===== config.mk =====
export PLATFORM = sky130hd
export DESIGN_NAME = cache_mem_arbiter_flat
export DESIGN_NICKNAME = d
export VERILOG_FILES = /design/src/rtl/cache_mem_arbiter_if.sv /design/src/rtl/cache_mem_arbiter.sv /design/src/flat_wrapper.sv
export SDC_FILE = /design/constraint.sdc
export NUM_CORES = 1
export LEC_CHECK = 0
export BUFFER_PORTS_ARGS = -buffer_cell sky130_fd_sc_hd__buf_4
export CORE_AREA = 2 2 215 217
export CTS_BUF_LIST = sky130_fd_sc_hd__clkbuf_16
export DETAILED_ROUTE_END_ITERATION = 8
export DIE_AREA = 0 0 217 219
export PLACE_DENSITY = 0.47
export SLEW_MARGIN = 20
export SYNTH_ARGS = -nofsm -noshare
export SYNTH_HDL_FRONTEND = slang
export SYNTH_SLANG_ARGS = --single-unit

===== constraint.sdc =====
create_clock -name clk -period 6.2 [get_ports clk]
set_clock_uncertainty 0.1 [all_clocks]
set_input_delay 0 -clock clk [delete_from_list [all_inputs] [get_ports clk]]
set_output_delay 0 -clock clk [all_outputs]
set_load 0.02 [all_outputs]

===== src/rtl/cache_mem_arbiter_if.sv =====
// Bus bundle between the two caches, the arbiter and the memory-side bridge.
// slave = arbiter view, master = cache/memory environment view.
interface cache_mem_arbiter_if #(
   parameter int ADDR_W = 32,
   parameter int DATA_W = 32,
   parameter int LINE_W = 128
);
   // instruction cache refill channel
   logic              i_rd_req;
   logic [2:0]        i_rd_type;
   logic [ADDR_W-1:0] i_rd_addr;
   logic              i_rd_rdy;
   logic              i_ret_valid;
   logic              i_ret_last;
   logic [DATA_W-1:0] i_ret_data;

   // data cache refill channel
   logic              d_rd_req;
   logic [2:0]        d_rd_type;
   logic [ADDR_W-1:0] d_rd_addr;
   logic              d_rd_rdy;
   logic              d_ret_valid;
   logic              d_ret_last;
   logic [DATA_W-1:0] d_ret_data;

   // data cache write-back channel
   logic              d_wr_req;
   logic [2:0]        d_wr_type;
   logic [ADDR_W-1:0] d_wr_addr;
   logic [3:0]        d_wr_wstrb;
   logic [LINE_W-1:0] d_wr_data;
   logic              d_wr_rdy;

   // shared memory-side port
   logic              mem_rd_req;
   logic [2:0]        mem_rd_type;
   logic [ADDR_W-1:0] mem_rd_addr;
   logic              mem_rd_rdy;
   logic              mem_ret_valid;
   logic              mem_ret_last;
   logic [DATA_W-1:0] mem_ret_data;
   logic              mem_wr_req;
   logic [2:0]        mem_wr_type;
   logic [ADDR_W-1:0] mem_wr_addr;
   logic [3:0]        mem_wr_wstrb;
   logic [LINE_W-1:0] mem_wr_data;
   logic              mem_wr_rdy;

   modport slave (
      input  i_rd_req, i_rd_type, i_rd_addr,
      output i_rd_rdy, i_ret_valid, i_ret_last, i_ret_data,
      input  d_rd_req, d_rd_type, d_rd_addr,
      output d_rd_rdy, d_ret_valid, d_ret_last, d_ret_data,
      input  d_wr_req, d_wr_type, d_wr_addr, d_wr_wstrb, d_wr_data,
      output d_wr_rdy,
      output mem_rd_req, mem_rd_type, mem_rd_addr,
      input  mem_rd_rdy, mem_ret_valid, mem_ret_last, mem_ret_data,
      output mem_wr_req, mem_wr_type, mem_wr_addr, mem_wr_wstrb, mem_wr_data,
      input  mem_wr_rdy
   );

   modport master (
      output i_rd_req, i_rd_type, i_rd_addr,
      input  i_rd_rdy, i_ret_valid, i_ret_last, i_ret_data,
      output d_rd_req, d_rd_type, d_rd_addr,
      input  d_rd_rdy, d_ret_valid, d_ret_last, d_ret_data,
      output d_wr_req, d_wr_type, d_wr_addr, d_wr_wstrb, d_wr_data,
      input  d_wr_rdy,
      input  mem_rd_req, mem_rd_type, mem_rd_addr,
      output mem_rd_rdy, mem_ret_valid, mem_ret_last, mem_ret_data,
      input  mem_wr_req, mem_wr_type, mem_wr_addr, mem_wr_wstrb, mem_wr_data,
      output mem_wr_rdy
   );
endinterface


===== src/rtl/cache_mem_arbiter.sv =====
// Shares one memory read/write port between icache (i) and dcache (d): round-robin
// refill arbitration, single-entry write-back buffer with read-after-write line hazard.
// Define ARB_FIXED_PRIO_EN to make d win every contested arbitration instead.
module cache_mem_arbiter #(
   parameter int ADDR_W   = 32,
   parameter int DATA_W   = 32,
   parameter int LINE_W   = 128,
   parameter int OFFSET_W = 4
) (
   input  logic clk,
   input  logic reset,
   cache_mem_arbiter_if.slave bus
);

   localparam logic [0:0] R_IDLE = 1'b0;
   localparam logic [0:0] R_WAIT = 1'b1;

   localparam logic PORT_I = 1'b0;
   localparam logic PORT_D = 1'b1;

   logic [0:0]        r_state;
   logic              owner;

   logic              wb_full;
   logic [2:0]        wb_type;
   logic [ADDR_W-1:0] wb_addr;
   logic [3:0]        wb_wstrb;
   logic [LINE_W-1:0] wb_data;

   logic hazard_i, hazard_d;
   logic elig_i, elig_d;
   logic sel;
   logic cand;
   logic rd_fire;
   logic beat_ok;
   logic last_beat;

   // A read of the line sitting in the write buffer must wait for it to drain.
   assign hazard_i = wb_full &&
                     (bus.i_rd_addr[ADDR_W-1:OFFSET_W] == wb_addr[ADDR_W-1:OFFSET_W]);
   assign hazard_d = wb_full &&
                     (bus.d_rd_addr[ADDR_W-1:OFFSET_W] == wb_addr[ADDR_W-1:OFFSET_W]);

   assign elig_i = bus.i_rd_req && !hazard_i;
   assign elig_d = bus.d_rd_req && !hazard_d;

`ifdef ARB_FIXED_PRIO_EN
   assign sel = elig_d;
`else
   logic last_grant;

   // Contested grant goes to the port that did not win last time.
   assign sel = (elig_i && elig_d) ? ~last_grant : elig_d;

   always_ff @(posedge clk or posedge reset) begin
      if (reset) begin
         last_grant <= PORT_I;
      end else if (rd_fire) begin
         last_grant <= sel;
      end
   end
`endif

   assign cand      = (r_state == R_IDLE) && (elig_i || elig_d);
   assign rd_fire   = cand && bus.mem_rd_rdy;
   assign beat_ok   = (r_state == R_WAIT) && bus.mem_ret_valid;
   assign last_beat = beat_ok && bus.mem_ret_last;

   assign bus.mem_rd_req  = cand;
   assign bus.mem_rd_type = cand ? (sel ? bus.d_rd_type : bus.i_rd_type) : 3'b000;
   assign bus.mem_rd_addr = cand ? (sel ? bus.d_rd_addr : bus.i_rd_addr) : '0;

   assign bus.i_rd_rdy = cand && (sel == PORT_I) && bus.mem_rd_rdy;
   assign bus.d_rd_rdy = cand && (sel == PORT_D) && bus.mem_rd_rdy;

   // NOTE: returned beats pass straight through to the owner in the same cycle;
   // gating with the owner keeps the other cache's outputs quiet.
   assign bus.i_ret_valid = beat_ok && (owner == PORT_I);
   assign bus.i_ret_last  = bus.i_ret_valid && bus.mem_ret_last;
   assign bus.i_ret_data  = bus.i_ret_valid ? bus.mem_ret_data : '0;

   assign bus.d_ret_valid = beat_ok && (owner == PORT_D);
   assign bus.d_ret_last  = bus.d_ret_valid && bus.mem_ret_last;
   assign bus.d_ret_data  = bus.d_ret_valid ? bus.mem_ret_data : '0;

   always_ff @(posedge clk or posedge reset) begin
      if (reset) begin
         r_state <= R_IDLE;
         owner   <= PORT_I;
      end else begin
         case (r_state)
            R_IDLE: begin
               if (rd_fire) begin
                  r_state <= R_WAIT;
                  owner   <= sel;
               end
            end
            R_WAIT: begin
               if (last_beat) begin
                  r_state <= R_IDLE;
               end
            end
            default: r_state <= R_IDLE;
         endcase
      end
   end

   // NOTE: the buffered fields are reset as well so every memory-side output
   // reads zero during reset, not just the request flag.
   always_ff @(posedge clk or posedge reset) begin
      if (reset) begin
         wb_full  <= 1'b0;
         wb_type  <= '0;
         wb_addr  <= '0;
         wb_wstrb <= '0;
         wb_data  <= '0;
      end else if (wb_full) begin
         if (bus.mem_wr_rdy) begin
            wb_full <= 1'b0;
         end
      end else if (bus.d_wr_req) begin
         wb_full  <= 1'b1;
         wb_type  <= bus.d_wr_type;
         wb_addr  <= bus.d_wr_addr;
         wb_wstrb <= bus.d_wr_wstrb;
         wb_data  <= bus.d_wr_data;
      end
   end

   assign bus.d_wr_rdy     = !wb_full;
   assign bus.mem_wr_req   = wb_full;
   assign bus.mem_wr_type  = wb_type;
   assign bus.mem_wr_addr  = wb_addr;
   assign bus.mem_wr_wstrb = wb_wstrb;
   assign bus.mem_wr_data  = wb_data;

endmodule


===== src/flat_wrapper.sv =====
// flat-port wrapper written by rule: the top's interface ports become plain ports
module cache_mem_arbiter_flat 
#(
   parameter int ADDR_W   = 32,
   parameter int DATA_W   = 32,
   parameter int LINE_W   = 128,
   parameter int OFFSET_W = 4
)
  (clk, reset, bus_i_rd_req, bus_i_rd_type, bus_i_rd_addr, bus_i_rd_rdy, bus_i_ret_valid, bus_i_ret_last, bus_i_ret_data, bus_d_rd_req, bus_d_rd_type, bus_d_rd_addr, bus_d_rd_rdy, bus_d_ret_valid, bus_d_ret_last, bus_d_ret_data, bus_d_wr_req, bus_d_wr_type, bus_d_wr_addr, bus_d_wr_wstrb, bus_d_wr_data, bus_d_wr_rdy, bus_mem_rd_req, bus_mem_rd_type, bus_mem_rd_addr, bus_mem_rd_rdy, bus_mem_ret_valid, bus_mem_ret_last, bus_mem_ret_data, bus_mem_wr_req, bus_mem_wr_type, bus_mem_wr_addr, bus_mem_wr_wstrb, bus_mem_wr_data, bus_mem_wr_rdy);
  cache_mem_arbiter_if #(.ADDR_W(ADDR_W), .DATA_W(DATA_W), .LINE_W(LINE_W)) bus_i ();
  input  logic clk;
  input  logic reset;
  input wire logic [$bits(bus_i.i_rd_req)-1:0] bus_i_rd_req;
  input wire logic [$bits(bus_i.i_rd_type)-1:0] bus_i_rd_type;
  input wire logic [$bits(bus_i.i_rd_addr)-1:0] bus_i_rd_addr;
  output wire logic [$bits(bus_i.i_rd_rdy)-1:0] bus_i_rd_rdy;
  output wire logic [$bits(bus_i.i_ret_valid)-1:0] bus_i_ret_valid;
  output wire logic [$bits(bus_i.i_ret_last)-1:0] bus_i_ret_last;
  output wire logic [$bits(bus_i.i_ret_data)-1:0] bus_i_ret_data;
  input wire logic [$bits(bus_i.d_rd_req)-1:0] bus_d_rd_req;
  input wire logic [$bits(bus_i.d_rd_type)-1:0] bus_d_rd_type;
  input wire logic [$bits(bus_i.d_rd_addr)-1:0] bus_d_rd_addr;
  output wire logic [$bits(bus_i.d_rd_rdy)-1:0] bus_d_rd_rdy;
  output wire logic [$bits(bus_i.d_ret_valid)-1:0] bus_d_ret_valid;
  output wire logic [$bits(bus_i.d_ret_last)-1:0] bus_d_ret_last;
  output wire logic [$bits(bus_i.d_ret_data)-1:0] bus_d_ret_data;
  input wire logic [$bits(bus_i.d_wr_req)-1:0] bus_d_wr_req;
  input wire logic [$bits(bus_i.d_wr_type)-1:0] bus_d_wr_type;
  input wire logic [$bits(bus_i.d_wr_addr)-1:0] bus_d_wr_addr;
  input wire logic [$bits(bus_i.d_wr_wstrb)-1:0] bus_d_wr_wstrb;
  input wire logic [$bits(bus_i.d_wr_data)-1:0] bus_d_wr_data;
  output wire logic [$bits(bus_i.d_wr_rdy)-1:0] bus_d_wr_rdy;
  output wire logic [$bits(bus_i.mem_rd_req)-1:0] bus_mem_rd_req;
  output wire logic [$bits(bus_i.mem_rd_type)-1:0] bus_mem_rd_type;
  output wire logic [$bits(bus_i.mem_rd_addr)-1:0] bus_mem_rd_addr;
  input wire logic [$bits(bus_i.mem_rd_rdy)-1:0] bus_mem_rd_rdy;
  input wire logic [$bits(bus_i.mem_ret_valid)-1:0] bus_mem_ret_valid;
  input wire logic [$bits(bus_i.mem_ret_last)-1:0] bus_mem_ret_last;
  input wire logic [$bits(bus_i.mem_ret_data)-1:0] bus_mem_ret_data;
  output wire logic [$bits(bus_i.mem_wr_req)-1:0] bus_mem_wr_req;
  output wire logic [$bits(bus_i.mem_wr_type)-1:0] bus_mem_wr_type;
  output wire logic [$bits(bus_i.mem_wr_addr)-1:0] bus_mem_wr_addr;
  output wire logic [$bits(bus_i.mem_wr_wstrb)-1:0] bus_mem_wr_wstrb;
  output wire logic [$bits(bus_i.mem_wr_data)-1:0] bus_mem_wr_data;
  input wire logic [$bits(bus_i.mem_wr_rdy)-1:0] bus_mem_wr_rdy;
  assign bus_i.i_rd_req = bus_i_rd_req;
  assign bus_i.i_rd_type = bus_i_rd_type;
  assign bus_i.i_rd_addr = bus_i_rd_addr;
  assign bus_i_rd_rdy = bus_i.i_rd_rdy;
  assign bus_i_ret_valid = bus_i.i_ret_valid;
  assign bus_i_ret_last = bus_i.i_ret_last;
  assign bus_i_ret_data = bus_i.i_ret_data;
  assign bus_i.d_rd_req = bus_d_rd_req;
  assign bus_i.d_rd_type = bus_d_rd_type;
  assign bus_i.d_rd_addr = bus_d_rd_addr;
  assign bus_d_rd_rdy = bus_i.d_rd_rdy;
  assign bus_d_ret_valid = bus_i.d_ret_valid;
  assign bus_d_ret_last = bus_i.d_ret_last;
  assign bus_d_ret_data = bus_i.d_ret_data;
  assign bus_i.d_wr_req = bus_d_wr_req;
  assign bus_i.d_wr_type = bus_d_wr_type;
  assign bus_i.d_wr_addr = bus_d_wr_addr;
  assign bus_i.d_wr_wstrb = bus_d_wr_wstrb;
  assign bus_i.d_wr_data = bus_d_wr_data;
  assign bus_d_wr_rdy = bus_i.d_wr_rdy;
  assign bus_mem_rd_req = bus_i.mem_rd_req;
  assign bus_mem_rd_type = bus_i.mem_rd_type;
  assign bus_mem_rd_addr = bus_i.mem_rd_addr;
  assign bus_i.mem_rd_rdy = bus_mem_rd_rdy;
  assign bus_i.mem_ret_valid = bus_mem_ret_valid;
  assign bus_i.mem_ret_last = bus_mem_ret_last;
  assign bus_i.mem_ret_data = bus_mem_ret_data;
  assign bus_mem_wr_req = bus_i.mem_wr_req;
  assign bus_mem_wr_type = bus_i.mem_wr_type;
  assign bus_mem_wr_addr = bus_i.mem_wr_addr;
  assign bus_mem_wr_wstrb = bus_i.mem_wr_wstrb;
  assign bus_mem_wr_data = bus_i.mem_wr_data;
  assign bus_i.mem_wr_rdy = bus_mem_wr_rdy;
  cache_mem_arbiter #(.ADDR_W(ADDR_W), .DATA_W(DATA_W), .LINE_W(LINE_W), .OFFSET_W(OFFSET_W)) u_core (.clk(clk), .reset(reset), .bus(bus_i));
endmodule

; Yosys cells after proc, flatten, opt, wreduce, memory -nomap -nowiden
; Index checks and enable logic that the tools add are counted.
[classes]
n_eq_ne = 2
n_mux = 13
n_bitwise = 5
n_reduce_logical = 23
[op_table]
columns = operator, count
row1 = $mux 32, 4
row2 = $eq 28x28->1, 2
row3 = $logic_and 1x1->1, 17
row4 = $mux 1, 6
row5 = $mux 3, 2
row6 = $not 1->1, 5
row7 = $reduce_and 2->1, 2
row8 = $logic_not 1->1, 3
row9 = $pmux 1 s2, 1
row10 = $logic_or 1x1->1, 1
[word_totals]
ff_bits = 171
in_bits = 278
word_cells = 51

; Longest topological paths before layout
; Gate-level depths: netlist of run 1.
[logic_depth]
ltp_word = 9
depth_mapped = 8
depth_no_buf = 6

; Least setup slack after synthesis of run 1
; Ideal clock, no wire load.
[synth_timing]
path_kind = reg2out
from = register u_core.wb_addr[26], in the netlist u_core.bus.mem_wr_addr[26]
to = output bus_mem_rd_addr[0]
arrival_time_ns = 2.587
required_time_ns = 6.100
slack_ns = 3.513
stages_incl_launch_ff = 8
path_buffers = 1
path_cell_list = dfrtp_1 > xor2_1 > nor4_1 > nand3_1 > or4_4 > a311o_1 > buf_6 > o32ai_1
[synth_via]
elab_chain_len = 8
word_cells_on_any_way = 14
classes_between = eq/ne: 2 / mux: 3 / reduce/logical: 9
[synth_rtl]
columns = item, line_no
row1 = from (decl), cache_mem_arbiter.sv:26  ; logic [ADDR_W-1:0] wb_addr;
row2 = from (signal assigned), cache_mem_arbiter.sv:124  ; wb_addr <= bus.d_wr_addr;
row3 = "$eq 28x28->1, on equally long branches", "cache_mem_arbiter.sv:40, cache_mem_arbiter.sv:42"
row4 = "$logic_and 1x1->1, on equally long branches", "cache_mem_arbiter.sv:39, cache_mem_arbiter.sv:41"
row5 = "$logic_not 1->1, on equally long branches", "cache_mem_arbiter.sv:44, cache_mem_arbiter.sv:45"
row6 = "$logic_and 1x1->1, on equally long branches", "cache_mem_arbiter.sv:44, cache_mem_arbiter.sv:45"
row7 = $logic_and 1x1->1, cache_mem_arbiter.sv:53  ; assign sel = (elig_i && elig_d) ? ~last_grant : elig_d;
row8 = $mux 1, cache_mem_arbiter.sv:53
row9 = $mux 32, cache_mem_arbiter.sv:71  ; assign bus.mem_rd_addr = cand ? (sel ? bus.d_rd_addr : bus.i_rd_addr) : '0;
row10 = $mux 32 (*), cache_mem_arbiter.sv:71
row11 = to (decl), flat_wrapper.sv:35  ; output wire logic [$bits(bus_i.mem_rd_addr)-1:0] bus_mem_rd_addr;
; Mark *: on every way between the ends. The rest lies on a longest branch, timed or not.

; Worst setup path in the final report of run 1
[layout_timing]
from = register u_core.wb_addr[31], in the netlist u_core.bus.mem_wr_addr[31]
to = output bus_mem_rd_addr[31]
; The elaborated chain is that of the path after synthesis.

==> summary.md, run 1 <==
| Metric | Value |
|---|---|
| Most common cell after layout, fill and taps aside | buf_4 |
| GR Overflow Total | 0 |
| Largest family of logic cells by synthesized area | multiplexers |
| CTS buffer count | 17 |
| Synth Net Count | 930 |
| Power Dens Cells | 300 nW/um2 |
| Unrepaired setup endpoints after global routing | no |
| Clk root buf | clkbuf_16 |
| # fillers | 4556 |
| Post-Synthesis Cell Area | 8390 um2 |
| Setup violations, final | 0 |
| I/O Buffers | 552 |
| Post-synth top flop | dfrtp_1 |
| CORE AREA | 45100 um2 |
| Number of synthesized flops with an enable pin | 0 |
| Die width | 217 um |
| Tot Pwr | 0.00467 W |
| Num ports | 553 |
| Clk buf depth | 2 |
| Max-slew violation count | 0 |
| Initial DRC count | 257 |
| CP cell instances | xor2_1 -> nor4_1 -> nand4_1 -> or4_4 -> a311o_2 -> o32ai_1 -> buf_4 |
| Worst Path Required | 6.10 ns |
| Nets@finish | 1644 |
| Slowest-stage cell, CP | a311o_2 |
| Clk sinks | 171 |
| Most frequent cells in the layout | 558 x buf_4, 176 x dlygate4sd3_1, 170 x dfrtp_1 |
| Maximum clock frequency | 0.273 GHz |
| Period utilization | 0.591 |
| DR WL/cell | 19.1 um |
| Max-Cap Viols | 0 |
| Status | finished, final reports clean |
| Total GRT Usage | 0.156 |
| Worst min path class | input port to async pin |
| Worst-path clk slew | 0.07 ns |
| Synth unique cells | 30 |
| Final core utilization | 0.345 |
| Crit-path max FO | 36 |
| Post-synthesis xor/xnor area fraction | 0.0585 |
| Drt via density | 3.98 |
| Synth Area in Adders | 0 |
| Post-DRT Antenna Nets | 0 |
| Synth Area in Compound Gates | 0.0680 |
| Largest net degree at the start of global routing | 115 |
| Register area share after synthesis | 0.510 |
| RePlAce Congestion | 0.802 |
| Setup Crit Path Kind | flip-flop to output port |
| Area delta synth->final | 85.5% |
| Setup crit start kind | flip-flop |
| Crit end category | output port |
| Mean Syn Cell Area | 12.9 um2 |
| Layout cell share with drive strength beyond 1 | 0.571 |
| CTS resizes | 0 |
| Post-synthesis simple-gate area fraction | 0.0978 |
| Die Y | 219 um |
| CTS H-tree depth | 4 |
| First-pass GRT wire length | 54200 um |
| Routed vias | 7885 |
| Count of final hold-check violations | 0 |
| Mux cell area share after synthesis | 0.225 |
| Setup TNS | 0 ns |
| Worst VDD drop | 0.201 mV |
| Mapped Cells | 652 |
| CTS tree | done |
| Final WL | 37800 um |
| Clock latency on the worst-skew pair | 0.45 ns |
| DRC Markers | 0 |
| Vias in the first global route | 8288 |
| #FFs+latches synth | 171 |
| Initial antenna violation count | 8 |
| Crit-path max cell delay | 0.78 ns |
| Max-slew headroom | 0.263 |
| CP Data Arrival Time | 3.56 ns |
| Starting Density | 0.186 |
| Die area | 47500 um2 |
| Leakage Power | 7.22 nW |
| FP Rows | 78 |
| Worst Tran Pin Value | 1.11 ns |
| Final critical-path required period | 3.66 ns |
| TritonRoute pass-1 iters | 6 |
| Async SR Flop Fraction | 1.00 |
| Hpwl dp | 29600 um |
| Ys Warns | 0 |
path summary, 6_finish.rpt:
| kind | end | startpoint | slack, ns | depth (start not counted) |
|---|---|---|---|---|
| worst max-delay path | bus_mem_rd_addr[31] | u_core.bus.mem_wr_addr[31] | 2.54 | 7 |
| max in group asynchronous | u_core.bus.mem_wr_data[97] | reset | 4.49 | 4 |
| worst min-delay path | u_core.bus.mem_wr_data[66] | reset | 0.11 | 3 |
| min in group clk | u_core.owner | bus_mem_rd_rdy | 0.14 | 5 |
| worst max register to register | u_core.last_grant | u_core.bus.mem_wr_addr[31] | 2.93 | 8 |
| worst min register to register | u_core.bus.mem_wr_data[22] | u_core.bus.mem_wr_data[22] | 0.41 | 1 |
metrics by stage:
| stage | cell area, um2 | hold slack (ns) | setup slack, ns | cells |
|---|---|---|---|---|
| after floorplan | 8390 | -0.0146 | 1.47 | 652 |
| after global placement | 13200 | 0.0865 | 3.14 | 1771 |
| after detailed placement | 13200 | 0.0734 | 3.08 | 1771 |
| after CTS | 15600 | 0.0882 | 2.55 | 1978 |
| after global routing | 15600 | 0.176 | 2.34 | 1983 |
| final | 15600 | 0.110 | 2.54 | 1983 |
state kept, by name, indices dropped and copies added, names as in the netlist:
signal / flops
u_core.bus.mem_wr_type: 3
u_core.r_state: 1
u_core.owner: 1
u_core.bus.mem_wr_wstrb: 4
u_core.last_grant: 1
u_core.bus.mem_wr_addr: 32
u_core.bus.mem_wr_data: 128
u_core.bus.mem_wr_req: 1
layer usage:
| metal | vias to the layer above | global-route usage | share of wire | routed length (um) |
|---|---|---|---|---|
| li1 | 3678 | - | - | - |
| met1 | 3804 | 0.165 | 0.37 | 13900 |
| met2 | 370 | 0.285 | 0.52 | 19800 |
| met3 | 33 | 0.0484 | 0.080 | 3030 |
| met4 | 0 | 0.0655 | 0.029 | 1090 |
| met5 | - | 0 | 0 | 0 |
report_power, final:
part / internal, W / switching [W]
Sequential: 0.00137 / 0.000186
Clock: 0.000668 / 0.000488
Combinational: 0.000962 / 0.000992
Total: 0.00300 / 0.00167
synth_stat cells, types with 2 or more instances:
cell type | number | share of area
inv_1 | 41 | 0.018
nand2b_1 | 35 | 0.026
mux2_2 | 167 | 0.22
and2_1 | 66 | 0.049
xor2_1 | 22 | 0.023
xnor2_1 | 34 | 0.035
nor2_1 | 6 | 0.0027
o32ai_2 | 29 | 0.056
nor4_1 | 6 | 0.0045
o32ai_1 | 6 | 0.0063
nand2_1 | 4 | 0.0018
buf_1 | 2 | 0.00090
dfrtp_1 | 171 | 0.51
buf_2 | 3 | 0.0018
nor3_1 | 2 | 0.0012
nor2b_1 | 2 | 0.0015
nand4_1 | 9 | 0.0067
buf_6 | 4 | 0.0054
nand3_1 | 2 | 0.0012
clkbuf_1 | 31 | 0.014
repair_timing:
item,4_1_cts,5_1_grt
hold buffers,176,0
setup endpoints to repair,0,0
setup buffers,0,0
endpoints found under the hold margin,274,0
kinds of logic after synthesis:
| group | count (synthesis) |
|---|---|
| flops | 171 |
| mux | 168 |
| simple gates | 135 |
| buf+inv | 81 |
| xor+xnor | 56 |
| compound gates | 41 |
final cells by class:
class                      count  area (um2)  share of cell area
timing repair buffer         735        5970               0.384
sequential                   171        4280               0.275
multi-input combinational    400        3780               0.243
tap                          600         751              0.0482
clock buffer                  17         425              0.0273
clock inverter                14         181              0.0117
inverter                      41         161              0.0104
antenna                        5        12.5            0.000804
worst max-delay path, delay by kind of cell, from the launching register on:
kind                      cells  cell delay [ns]
and+or+nand+nor               3             1.11
AOI/OAI and AO/OA             2             1.20
xor gates and xnor gates      1             0.16
buffers and inverters         1             0.21
DFF                           1             0.42
(Power assumes the default switching activity.)
==> run 2: changes to the inputs <==
--- a/config.mk
+++ b/config.mk
@@ -5,12 +5,13 @@
 export SDC_FILE = /design/constraint.sdc
 export NUM_CORES = 1
 export LEC_CHECK = 0
+export ABC_AREA = 1
 export BUFFER_PORTS_ARGS = -buffer_cell sky130_fd_sc_hd__buf_4
-export CORE_AREA = 2 2 215 217
+export CORE_AREA = 2 2 214 216
 export CTS_BUF_LIST = sky130_fd_sc_hd__clkbuf_16
 export DETAILED_ROUTE_END_ITERATION = 8
-export DIE_AREA = 0 0 217 219
-export PLACE_DENSITY = 0.47
+export DIE_AREA = 0 0 216 218
+export PLACE_DENSITY = 0.49
 export SLEW_MARGIN = 20
 export SYNTH_ARGS = -nofsm -noshare
 export SYNTH_HDL_FRONTEND = slang
==> constraint.sdc (replaced) <==
create_clock -name clk -period 3.25 [get_ports clk]
set_clock_uncertainty 0.1 [all_clocks]
set_input_delay 0 -clock clk [delete_from_list [all_inputs] [get_ports clk]]
set_output_delay 0 -clock clk [all_outputs]
set_load 0.02 [all_outputs]
==> summary.md, run 2 <==
| Metric | Value |
|---|---|
| Unrepaired setup endpoints after global routing | no |
| Most common cell after layout, fill and taps aside | buf_4 |
| Post-synth top area cell | dfrtp_1 |
| Clock power share | 0.219 |
| Layout cell share with drive strength beyond 1 | 0.467 |
| Clk sinks | 171 |
| Initial antenna violation count | 3 |
| Setup TNS | 0 ns |
| Initial DRC count | 356 |
| DR WL/cell | 18.1 um |
| Max-Cap Viols | 0 |
| Worst min path class | input port to flip-flop |
| P_int | 0.00545 W |
| Placed cell area | 13300 um2 |
| Worst-path clk slew | 0.07 ns |
| Number of synthesized flops with an enable pin | 0 |
| Final critical-path required period | 2.98 ns |
| RR Startpoint | u_core.bus.mem_wr_addr[10] |
| Synth cell count leaders | 186 x nand2_1, 171 x dfrtp_1, 140 x mux2_2 |
| CP cell instances | inv_1 -> nand2_1 -> nand2_1 -> nor2_1 -> nand2_1 -> nor2_1 -> nand2_1 -> o21ai_0 -> nand2_1 -> dlygate4sd3_1 -> nand3_1 -> nand2_1 -> nand2_1 -> dlygate4sd3_1 |
| Net Sw Frac | 0.397 |
| Hold_sp | bus_d_wr_req |
| Top-area cell type share of the netlist area | 0.504 |
| Mapped Cells | 909 |
| Crit end category | flip-flop |
| RR Endpoint | u_core.owner |
| Hpwl dp | 31800 um |
| Mean Syn Cell Area | 9.35 um2 |
| Synth Net Count | 1187 |
| Crit-path max FO | 4 |
| Die width | 216 um |
| Max-slew headroom | 0.561 |
| CTS buffer count | 17 |
| Synth unique cells | 24 |
| Clk root buf | clkbuf_16 |
| Post-synth top flop | dfrtp_1 |
| Total GRT Usage | 0.168 |
| Reg2reg setup slack | 0.27 ns |
| GR Overflow Total | 0 |
| Die area | 47100 um2 |
| Final instance area | 15700 um2 |
| P_sw | 0.00359 W |
| Synth top area cells | dfrtp_1 50%, mux2_2 19%, nand2_1 8.2%, nor2_1 5.6%, inv_1 5.0% |
| Worst Tran Pin Value | 0.658 ns |
| Worst R2R Path Depth | 14 |
| Maximum clock frequency | 0.336 GHz |
| Drt via density | 4.04 |
| Crit-path max cell delay | 0.58 ns |
| Buf/Inv on CP | 3 |
| Multi-input logic area | 3580 um2 |
| Period utilization | 0.915 |
| DRC Markers | 0 |
| CTS H-tree depth | 4 |
| Status | finished, final reports clean |
| Die Y | 218 um |
| Clock latency on the worst-skew pair | 0.45 ns |
| CP Data Arrival Time | 3.27 ns |
| Setup Crit Path Kind | flip-flop to flip-flop |
| Sequential Power Share | 0.323 |
| CORE AREA | 44900 um2 |
| Leakage Power | 7.96 nW |
| Area delta synth->final | 84.2% |
| Setup crit start kind | flip-flop |
| Setup violations, final | 0 |
| Combinational share of power | 0.458 |
| Max-slew violation count | 0 |
| Power Dens Cells | 578 nW/um2 |
| #FFs+latches synth | 171 |
| Final WL | 40700 um |
| Register area share after synthesis | 0.504 |
| First-pass GRT wire length | 59100 um |
| CTS tree | done |
| Post-DRT Antenna Nets | 0 |
| Nets@finish | 1908 |
| Largest delay share family, worst path | buffers and inverters |
| Post-Synthesis Cell Area | 8500 um2 |
| Count of final hold-check violations | 0 |
| Starting Density | 0.189 |
| Register area | 4280 um2 |
| Largest net degree at the start of global routing | 107 |
| Num ports | 553 |
| Count leader, synth | nand2_1 |
| Worst VDD drop | 0.377 mV |
| Most frequent cells in the layout | 560 x buf_4, 185 x nand2_1, 175 x dlygate4sd3_1 |
| Slowest-stage cell, CP | dlygate4sd3_1 |
| Worst path most repeated cell | nand2_1 |
| FP Rows | 78 |
| WHS Path Cells | 4 |
| Routed vias | 9074 |
| # fillers | 4654 |
| Clk buf depth | 2 |
| RePlAce Congestion | 0.981 |
| TritonRoute pass-1 iters | 6 |
| Vias in the first global route | 9601 |
| Tot Pwr | 0.00904 W |
| Worst Hold Path EP | u_core.bus.mem_wr_addr[27] |
| Worst Path Required | 3.55 ns |
| Ys Warns | 0 |
| Async SR Flop Fraction | 1.00 |
| Max reg flops | 128 |
| I/O Buffers | 552 |
==> run 2: final cells by class <==
class                   count  share of cell area
repair buffers            740               0.387
flip-flops and latches    171               0.273
multi-input cells         582               0.228
well taps                 600              0.0480
inverters                 118              0.0285
clock buffers              17              0.0272
clock inverters            15             0.00727
diodes                      2            0.000320
==> run 2: power by group through the flow <==
| stage | registers (W) | clock network, W | logic (W) |
|---|---|---|---|
| final | 0.00292 | 0.00198 | 0.00414 |
| after detailed placement | 0.00295 | 0 | 0.00398 |
| after global routing | 0.00299 | 0.00214 | 0.00443 |
| after floorplan | 0.00349 | 0 | 0.00152 |
| after CTS | 0.00292 | 0.00206 | 0.00418 |
| after global placement | 0.00293 | 0 | 0.00397 |
==> run 2: logic make-up after synthesis <==
family,after synthesis,share of synthesized area
compound gates,74,0.0539
xor+xnor,8,0.00825
buf+inv,157,0.0806
flops,171,0.504
mux,140,0.186
simple gates,359,0.168
==> run 2: how the worst max path moves through the flow <==
| stage | start | to | slack (ns) | cells after the start |
|---|---|---|---|---|
| global route | u_core.bus.mem_wr_addr[13] | u_core.owner | 0.01 | 14 |
| detailed placement | u_core.bus.mem_wr_addr[25] | bus_mem_rd_type[2] | 0.54 | 14 |
| finish | u_core.bus.mem_wr_addr[10] | u_core.owner | 0.27 | 14 |
| floorplan | reset | u_core.bus.mem_wr_addr[0] | 0.97 | 1 |
| global placement | u_core.bus.mem_wr_addr[25] | bus_mem_rd_type[2] | 0.56 | 14 |
| CTS | u_core.bus.mem_wr_addr[25] | bus_mem_rd_type[2] | 0.02 | 14 |
==> run 2: routing by layer <==
layer | share of wire | global-route usage
met2 | 0.54 | 0.321
met4 | 0.028 | 0.0639
met5 | 0.00039 | 0
met3 | 0.068 | 0.0441
met1 | 0.36 | 0.175
==> run 2: tightest hold or removal path: cells and delay by family <==
family                 cells  cell delay, ns
buffers and inverters      1            0.11
and+or+nand+nor            2            0.38
AOI/OAI and AO/OA          1            0.05
==> run 2: timing repair <==
| action | 4_1_cts | 5_1_grt |
|---|---|---|
| gates resized for setup | 0 | 4 |
| hold buffers | 175 | 0 |
| setup endpoints to repair | 0 | 38 |
| hold endpoints to repair | 216 | 0 |
| setup buffers | 0 | 2 |
==> run 2: through the flow <==
step | std cells | hold WS (ns) | util | setup slack [ns]
after floorplan | 909 | 0.0118 | - | 0.967
after global placement | 2033 | 0.0283 | 0.296 | 0.564
after detailed placement | 2033 | 0.0328 | 0.296 | 0.544
after CTS | 2240 | 0.0160 | 0.347 | 0.0239
after global routing | 2245 | 0.123 | 0.349 | 0.0130
final | 2245 | 0.0432 | 0.349 | 0.275
